<file path="config.mk">
export PLATFORM = sky130hd
export DESIGN_NAME = trace_capture
export DESIGN_NICKNAME = d
export VERILOG_FILES = /design/src/rtl/trace_pkg.sv /design/src/rtl/trace_fifo.sv /design/src/rtl/trace_capture.sv
export SDC_FILE = /design/constraint.sdc
export NUM_CORES = 2
export LEC_CHECK = 0
export ABC_AREA = 1
export CAP_MARGIN = 10
export CORE_ASPECT_RATIO = 1.25
export CORE_MARGIN = 2
export CORE_UTILIZATION = 25
export DETAILED_ROUTE_END_ITERATION = 12
export DONT_BUFFER_PORTS = 1
export HOLD_SLACK_MARGIN = 0.12
export PLACE_DENSITY = 0.37
export SYNTH_ARGS = -nofsm -noshare
export SYNTH_HDL_FRONTEND = slang
export SYNTH_SLANG_ARGS = --single-unit
</file>
<file path="constraint.sdc">
create_clock -name clk -period 15.2 [get_ports clk]
set_input_delay 1.52 -clock clk [delete_from_list [all_inputs] [get_ports clk]]
set_output_delay 1.52 -clock clk [all_outputs]
set_load 0.005 [all_outputs]
</file>
<file path="src/rtl/trace_pkg.sv">
// Shared types and field positions for the retire-trace capture path.
// Defining TRACE_CAPTURE_STAMP_EN appends a 32-bit cycle stamp to every record.
package trace_pkg;

   typedef enum logic [1:0] {
      IDLE = 2'd0,
      READ = 2'd1,
      PUSH = 2'd2
   } state_e;

   localparam int RS_MSB = 25;
   localparam int RS_LSB = 21;
   localparam int RT_MSB = 20;
   localparam int RT_LSB = 16;

   typedef struct packed {
      logic [31:0] retire_pc;
      logic [31:0] pc;
      logic [31:0] rs_value;
      logic [31:0] rt_value;
      logic [31:0] rd_value;
`ifdef TRACE_CAPTURE_STAMP_EN
      logic [31:0] stamp;
`endif
   } trace_rec_t;

   localparam int REC_W = $bits(trace_rec_t);

endpackage

</file>
<file path="src/rtl/trace_fifo.sv">
// Record FIFO; a push while full is accepted only when a pop lands on the same edge.
module trace_fifo
   import trace_pkg::*;
#(
   parameter int DEPTH = 16,
   parameter int WIDTH = REC_W
) (
   input  logic                   clk,
   input  logic                   reset_n,
   input  logic                   push_i,
   input  logic                   pop_i,
   input  logic [WIDTH-1:0]       data_i,
   output logic [WIDTH-1:0]       data_o,
   output logic                   full_o,
   output logic                   empty_o,
   output logic [$clog2(DEPTH):0] count_o
);

   localparam int AW = $clog2(DEPTH);
   localparam logic [AW:0] FULL_CNT = (AW + 1)'(DEPTH);

   logic [WIDTH-1:0] mem_q [DEPTH];
   logic [AW-1:0]    wptr_q;
   logic [AW-1:0]    rptr_q;
   logic [AW:0]      count_q;
   logic             do_push;
   logic             do_pop;

   assign do_pop  = pop_i & ~empty_o;
   assign do_push = push_i & (~full_o | do_pop);

   // Head is read combinationally, so a full push+pop overwrites the slot after it is consumed.
   always_ff @(posedge clk) begin
      if (do_push) mem_q[wptr_q] <= data_i;
   end

   always_ff @(posedge clk or negedge reset_n) begin
      if (!reset_n) begin
         wptr_q  <= '0;
         rptr_q  <= '0;
         count_q <= '0;
      end else begin
         if (do_push) wptr_q <= wptr_q + 1'b1;
         if (do_pop)  rptr_q <= rptr_q + 1'b1;
         case ({do_push, do_pop})
            2'b10:   count_q <= count_q + 1'b1;
            2'b01:   count_q <= count_q - 1'b1;
            default: count_q <= count_q;
         endcase
      end
   end

   assign full_o  = (count_q == FULL_CNT);
   assign empty_o = (count_q == '0);
   assign count_o = count_q;
   assign data_o  = empty_o ? '0 : mem_q[rptr_q];

endmodule

</file>
<file path="src/rtl/trace_capture.sv">
// Retire-trace capture: selects rs/rt, samples register data and PC, queues records for the host.
// TRACE_CAPTURE_STAMP_EN adds a free-running cycle stamp as the record LSBs.
//
//   state | meaning
//   IDLE  | ready for a retire; latch PC and register selects on retire_valid
//   READ  | selects held, counting down READ_LAT; sample record when count hits 1
//   PUSH  | write record to FIFO, or drop it and bump drop_cnt when full
module trace_capture
   import trace_pkg::*;
#(
   parameter int DEPTH    = 16,
   parameter int READ_LAT = 1
) (
   input  logic                   clk,
   input  logic                   reset_n,
   input  logic                   retire_valid,
   output logic                   retire_ready,
   input  logic [31:0]            retire_instr,
   input  logic [31:0]            retire_pc,
   output logic [4:0]             rs,
   output logic [4:0]             rt,
   input  logic [31:0]            rs_value,
   input  logic [31:0]            rt_value,
   input  logic [31:0]            rd_value,
   input  logic [31:0]            pc,
   output logic                   out_valid,
   input  logic                   out_ready,
   output logic [REC_W-1:0]       out_data,
   output logic [$clog2(DEPTH):0] fifo_count,
   output logic [15:0]            drop_cnt
);

   localparam logic [1:0] ST_IDLE = IDLE;
   localparam logic [1:0] ST_READ = READ;
   localparam logic [1:0] ST_PUSH = PUSH;
   localparam int         CW      = $clog2(READ_LAT + 1);

   logic [1:0]    state_q, state_d;
   logic [CW-1:0] cnt_q, cnt_d;
   logic [4:0]    rs_q, rs_d;
   logic [4:0]    rt_q, rt_d;
   logic [31:0]   rpc_q, rpc_d;
   trace_rec_t    rec_q, rec_d;
   logic [15:0]   drop_q, drop_d;
   logic          fifo_push;
   logic          fifo_pop;
   logic          fifo_full;
   logic          fifo_empty;
   logic          unused_instr;

   assign unused_instr = ^{retire_instr[31:RS_MSB+1], retire_instr[RT_LSB-1:0]};

`ifdef TRACE_CAPTURE_STAMP_EN
   logic [31:0] stamp_q;

   always_ff @(posedge clk or negedge reset_n) begin
      if (!reset_n) stamp_q <= '0;
      else          stamp_q <= stamp_q + 32'd1;
   end
`endif

   assign fifo_pop = out_valid & out_ready;

   always_comb begin
      state_d   = state_q;
      cnt_d     = cnt_q;
      rs_d      = rs_q;
      rt_d      = rt_q;
      rpc_d     = rpc_q;
      rec_d     = rec_q;
      drop_d    = drop_q;
      fifo_push = 1'b0;
      case (state_q)
         ST_IDLE: begin
            if (retire_valid) begin
               rpc_d   = retire_pc;
               rs_d    = retire_instr[RS_MSB:RS_LSB];
               rt_d    = retire_instr[RT_MSB:RT_LSB];
               cnt_d   = CW'(READ_LAT);
               state_d = ST_READ;
            end
         end
         ST_READ: begin
            if (cnt_q == CW'(1)) begin
               rec_d.retire_pc = rpc_q;
               rec_d.pc        = pc;
               rec_d.rs_value  = rs_value;
               rec_d.rt_value  = rt_value;
               rec_d.rd_value  = rd_value;
`ifdef TRACE_CAPTURE_STAMP_EN
               rec_d.stamp     = stamp_q;
`endif
               state_d = ST_PUSH;
            end else begin
               cnt_d = cnt_q - 1'b1;
            end
         end
         ST_PUSH: begin
            state_d = ST_IDLE;
            if (!fifo_full || fifo_pop) begin
               fifo_push = 1'b1;
            end else if (drop_q != 16'hFFFF) begin
               drop_d = drop_q + 16'd1;
            end
         end
         default: state_d = ST_IDLE;
      endcase
   end

   always_ff @(posedge clk or negedge reset_n) begin
      if (!reset_n) begin
         state_q <= ST_IDLE;
         cnt_q   <= '0;
         rs_q    <= '0;
         rt_q    <= '0;
         rpc_q   <= '0;
         rec_q   <= '0;
         drop_q  <= '0;
      end else begin
         state_q <= state_d;
         cnt_q   <= cnt_d;
         rs_q    <= rs_d;
         rt_q    <= rt_d;
         rpc_q   <= rpc_d;
         rec_q   <= rec_d;
         drop_q  <= drop_d;
      end
   end

   trace_fifo #(
      .DEPTH (DEPTH),
      .WIDTH (REC_W)
   ) u_fifo (
      .clk     (clk),
      .reset_n (reset_n),
      .push_i  (fifo_push),
      .pop_i   (out_ready),
      .data_i  (rec_q),
      .data_o  (out_data),
      .full_o  (fifo_full),
      .empty_o (fifo_empty),
      .count_o (fifo_count)
   );

   assign retire_ready = (state_q == ST_IDLE);
   assign out_valid    = ~fifo_empty;
   assign rs           = rs_q;
   assign rt           = rt_q;
   assign drop_cnt     = drop_q;

endmodule

</file>
==> metrics.md <==
| Metric | Value |
|---|---|
| Outcome | completed |
| Req. time, crit path | 13.68 ns |
| Fin nets | 11.1k |
| RSZ-0062 raised after global routing | no |
| Clk_skew | 0.0484 ns |
| I/O Buffers | 0 |
| CTS max path bufs | 4 |
| GPL Wtd Cong | 0.706 |
| Die width | 617 µm |
| Hold Path Class | in2async |
| P&R area growth vs syn | 14.1% |
| Pleak | 54.3 nW |
| Vias per Instance | 4.36 |
| Core area | 0.468 mm² |
| Number of library cell types mapped by synthesis | 28 |
| Critical path class | reg2out |
| Initial antenna violation count | 27 |
| Layout cells sized above 1 | 5.80% |
| Reg clk slew, reported paths | 0.06 ns |
| FF-to-FF End | u_fifo.mem_q[12][98] |
| Crit-path max cell delay | 0.83 ns |
| Flops & latches, synth | 2794 |
| Max Cap Violations | 0 |
| Fin cells | 17.4k |
| FMAX | 126 MHz |
| First-pass GRT wire length | 553000 µm |
| Total Power | 25.7 mW |
| GRT Util Overall | 16.0% |
| ANT nets after route | 0 |
| Max-slew violations | 0 |
| Routed WL per cell | 22.3 µm |
| Final instance area | 0.134 mm² |
| Placed instance count | 16.8k |
| H-tree levels | 5 |
| Clock sinks | 2794 |
| # hold bufs at CTS | 0 |
| Crit path DAT | 6.43 ns |
| Yosys warnings | 0 |
| Place WS | 8.16 ns |
| Setup TNS | 0 ns |
| CP endpoint kind | output port |
| # rows | 281 |
| Die ar. | 0.476 mm² |
| Area of the multi-input gates | 0.0265 mm² |
| Register area share after synthesis | 70.4% |
| Actual slew at the worst max-slew pin | 1.21 ns |
| Worst path slowest cell | buf_4 |
| Post-CTS sizing | 0 |
| Placed cell area | 0.123 mm² |
| Io pins | 389 |
| Fin Hold WS | 0.318 ns |
| Post-synthesis cell count | 11.1k |
| Starting density of the core | 25.1% |
| TritonRoute pass-1 iters | 5 |
| Final Setup Violations | 0 |
| Fin util | 28.6% |
| Hpwl dp | 185000 µm |
| Final WL | 390000 µm |
| Worst Setup Start Kind | flop |
| Sequential Area | 0.0827 mm² |
| Drt drc | 0 |
| Clock buffer count from CTS | 327 |
| DR vias | 76.0k |
| Setup Buffers After CTS | 0 |
| Die height | 771 µm |
| Clock latency on the worst-skew pair | 0.95 ns |
| Vias in the first global route | 75.6k |
| Fillers | 48.2k |
| GRT overflow | 0 |
| CTS tree | yes |
| FF-to-FF Start | u_fifo.count_o[1] |
| Largest net degree at the start of global routing | 235 |
| Final setup margin | 7.25 ns |
| Maximum VDD drop | 0.000162 V |
| Detailed Route Iter0 Violations | 5781 |
| Relative slew slack | 19.2% |
| R2R cell count | 10 |
| Tmin final | 7.95 ns |
| Final Cycle Share | 52.3% |
| Final Hold Vio Count | 0 |
| Reg2Reg Setup Slack | 9.99 ns |
| Worst Path Max Fanout | 157 |
| Crit path cell chain | buf_4, buf_12, buf_4, buf_4, nand2_1, nand2_1, nand2_1, nand3_1, nand3_1, a21oi_1 |
| Syn_area_per_cell | 10.6 µm² |
| Clock root buffer | clkbuf_16 |
| Post-Synthesis Cell Area | 0.118 mm² |
| Syn nets | 11.3k |
| Pwr per Cell Area | 192 mW/mm² |
-- layer usage --
metal	up-vias	global-route usage, %	part of all wire (%)
met5	-	0	0.010
met4	6	3.38	2.0
met3	438	2.63	4.6
met2	1528	27.8	49
met1	38100	20.9	45
li1	35900	-	-
-- cell families after synthesis --
| logic type | share of synthesized area (%) |
|---|---|
| AOI/OAI and AO/OA | 1.02 |
| xor gates and xnor gates | 0.142 |
| adders and majority gates | 0.106 |
| buffers and inverters | 7.20 |
| DFF | 70.4 |
| muxes | 0.0958 |
| and+or+nand+nor | 21.0 |
-- area by class of cell --
type	count	area share, %
well taps	6226	5.81
repair buffers	139	0.974
inverters	1342	3.79
diodes	9	0.0168
flip-flops and latches	2794	61.7
clock buffers	476	6.95
clock inverters	129	1.01
multi-input cells	6320	19.7
-- cell usage in the layout (no fill, tap or decap), types with 50 or more instances in the layout --
cell / Yosys / final
edfxtp_1: 2560 / 2560
clkbuf_16: 0 / 334
dfrtp_1: 234 / 230
nand2_1: 4352 / 4351
buf_4: 19 / 118
clkbuf_1: 151 / 99
nor2_1: 67 / 50
nand3_1: 1614 / 1614
a21oi_1: 193 / 193
inv_1: 1337 / 1335
-- how the worst max path moves through the flow --
stage	slack, ns	cells after the start	start	end
3_5_place_dp	8.16	10	u_fifo.rptr_q[0]	out_data[55]
4_1_cts	7.08	10	u_fifo.rptr_q[0]	out_data[55]
3_3_place_gp	8.08	10	u_fifo.rptr_q[0]	out_data[55]
5_1_grt	6.90	10	u_fifo.rptr_q[0]	out_data[48]
2_1_floorplan	5.83	6	out_ready	u_fifo.mem_q[0][0]
6_report	7.25	10	u_fifo.rptr_q[0]	out_data[49]
-- registers in the layout, indices dropped and copies added, names as in the netlist --
| name | flops |
|---|---|
| cnt_q | 1 |
| drop_cnt | 16 |
| rec_q | 160 |
| rpc_q | 32 |
| rs | 5 |
| rt | 5 |
| state_q | 2 |
| u_fifo.count_o | 5 |
| u_fifo.mem_q | 2560 |
| u_fifo.rptr_q | 4 |
| u_fifo.wptr_q | 4 |
-- cell usage after synthesis (all sizes together) --
cell type / n / share of area [%]
nor3: 2 / 0.0085
edfxtp: 2560 / 65
nand4: 2 / 0.011
nand3: 1614 / 6.9
clkinv: 1 / 0.0032
o21bai: 1 / 0.0064
o21ai: 43 / 0.18
clkbuf: 151 / 0.48
a21o: 1 / 0.0064
nand3b: 3 / 0.019
xor2: 13 / 0.097
a21oi: 193 / 0.82
buf: 445 / 2.4
dfrtp: 234 / 5.0
ha: 10 / 0.11
nand2: 4352 / 14
xnor2: 6 / 0.045
nor2: 70 / 0.23
inv: 1341 / 4.3
mux2: 10 / 0.096
-- where the power goes --
group / switching (mW) / internal (mW) / total, mW
combinational: 5.63 / 1.83 / 7.46
clock: 3.29 / 4.60 / 7.89
sequential: 0.831 / 9.50 / 10.3
-- worst max-delay path, delay by kind of cell, from the launching register on --
| family | cells | cell delay, ns |
|---|---|---|
| AOI/OAI and AO/OA | 1 | 0.73 |
| buffers and inverters | 4 | 2.98 |
| and+or+nand+nor | 5 | 0.49 |
| DFF | 1 | 0.81 |
Note: power is estimated with default switching activity, not from simulation.
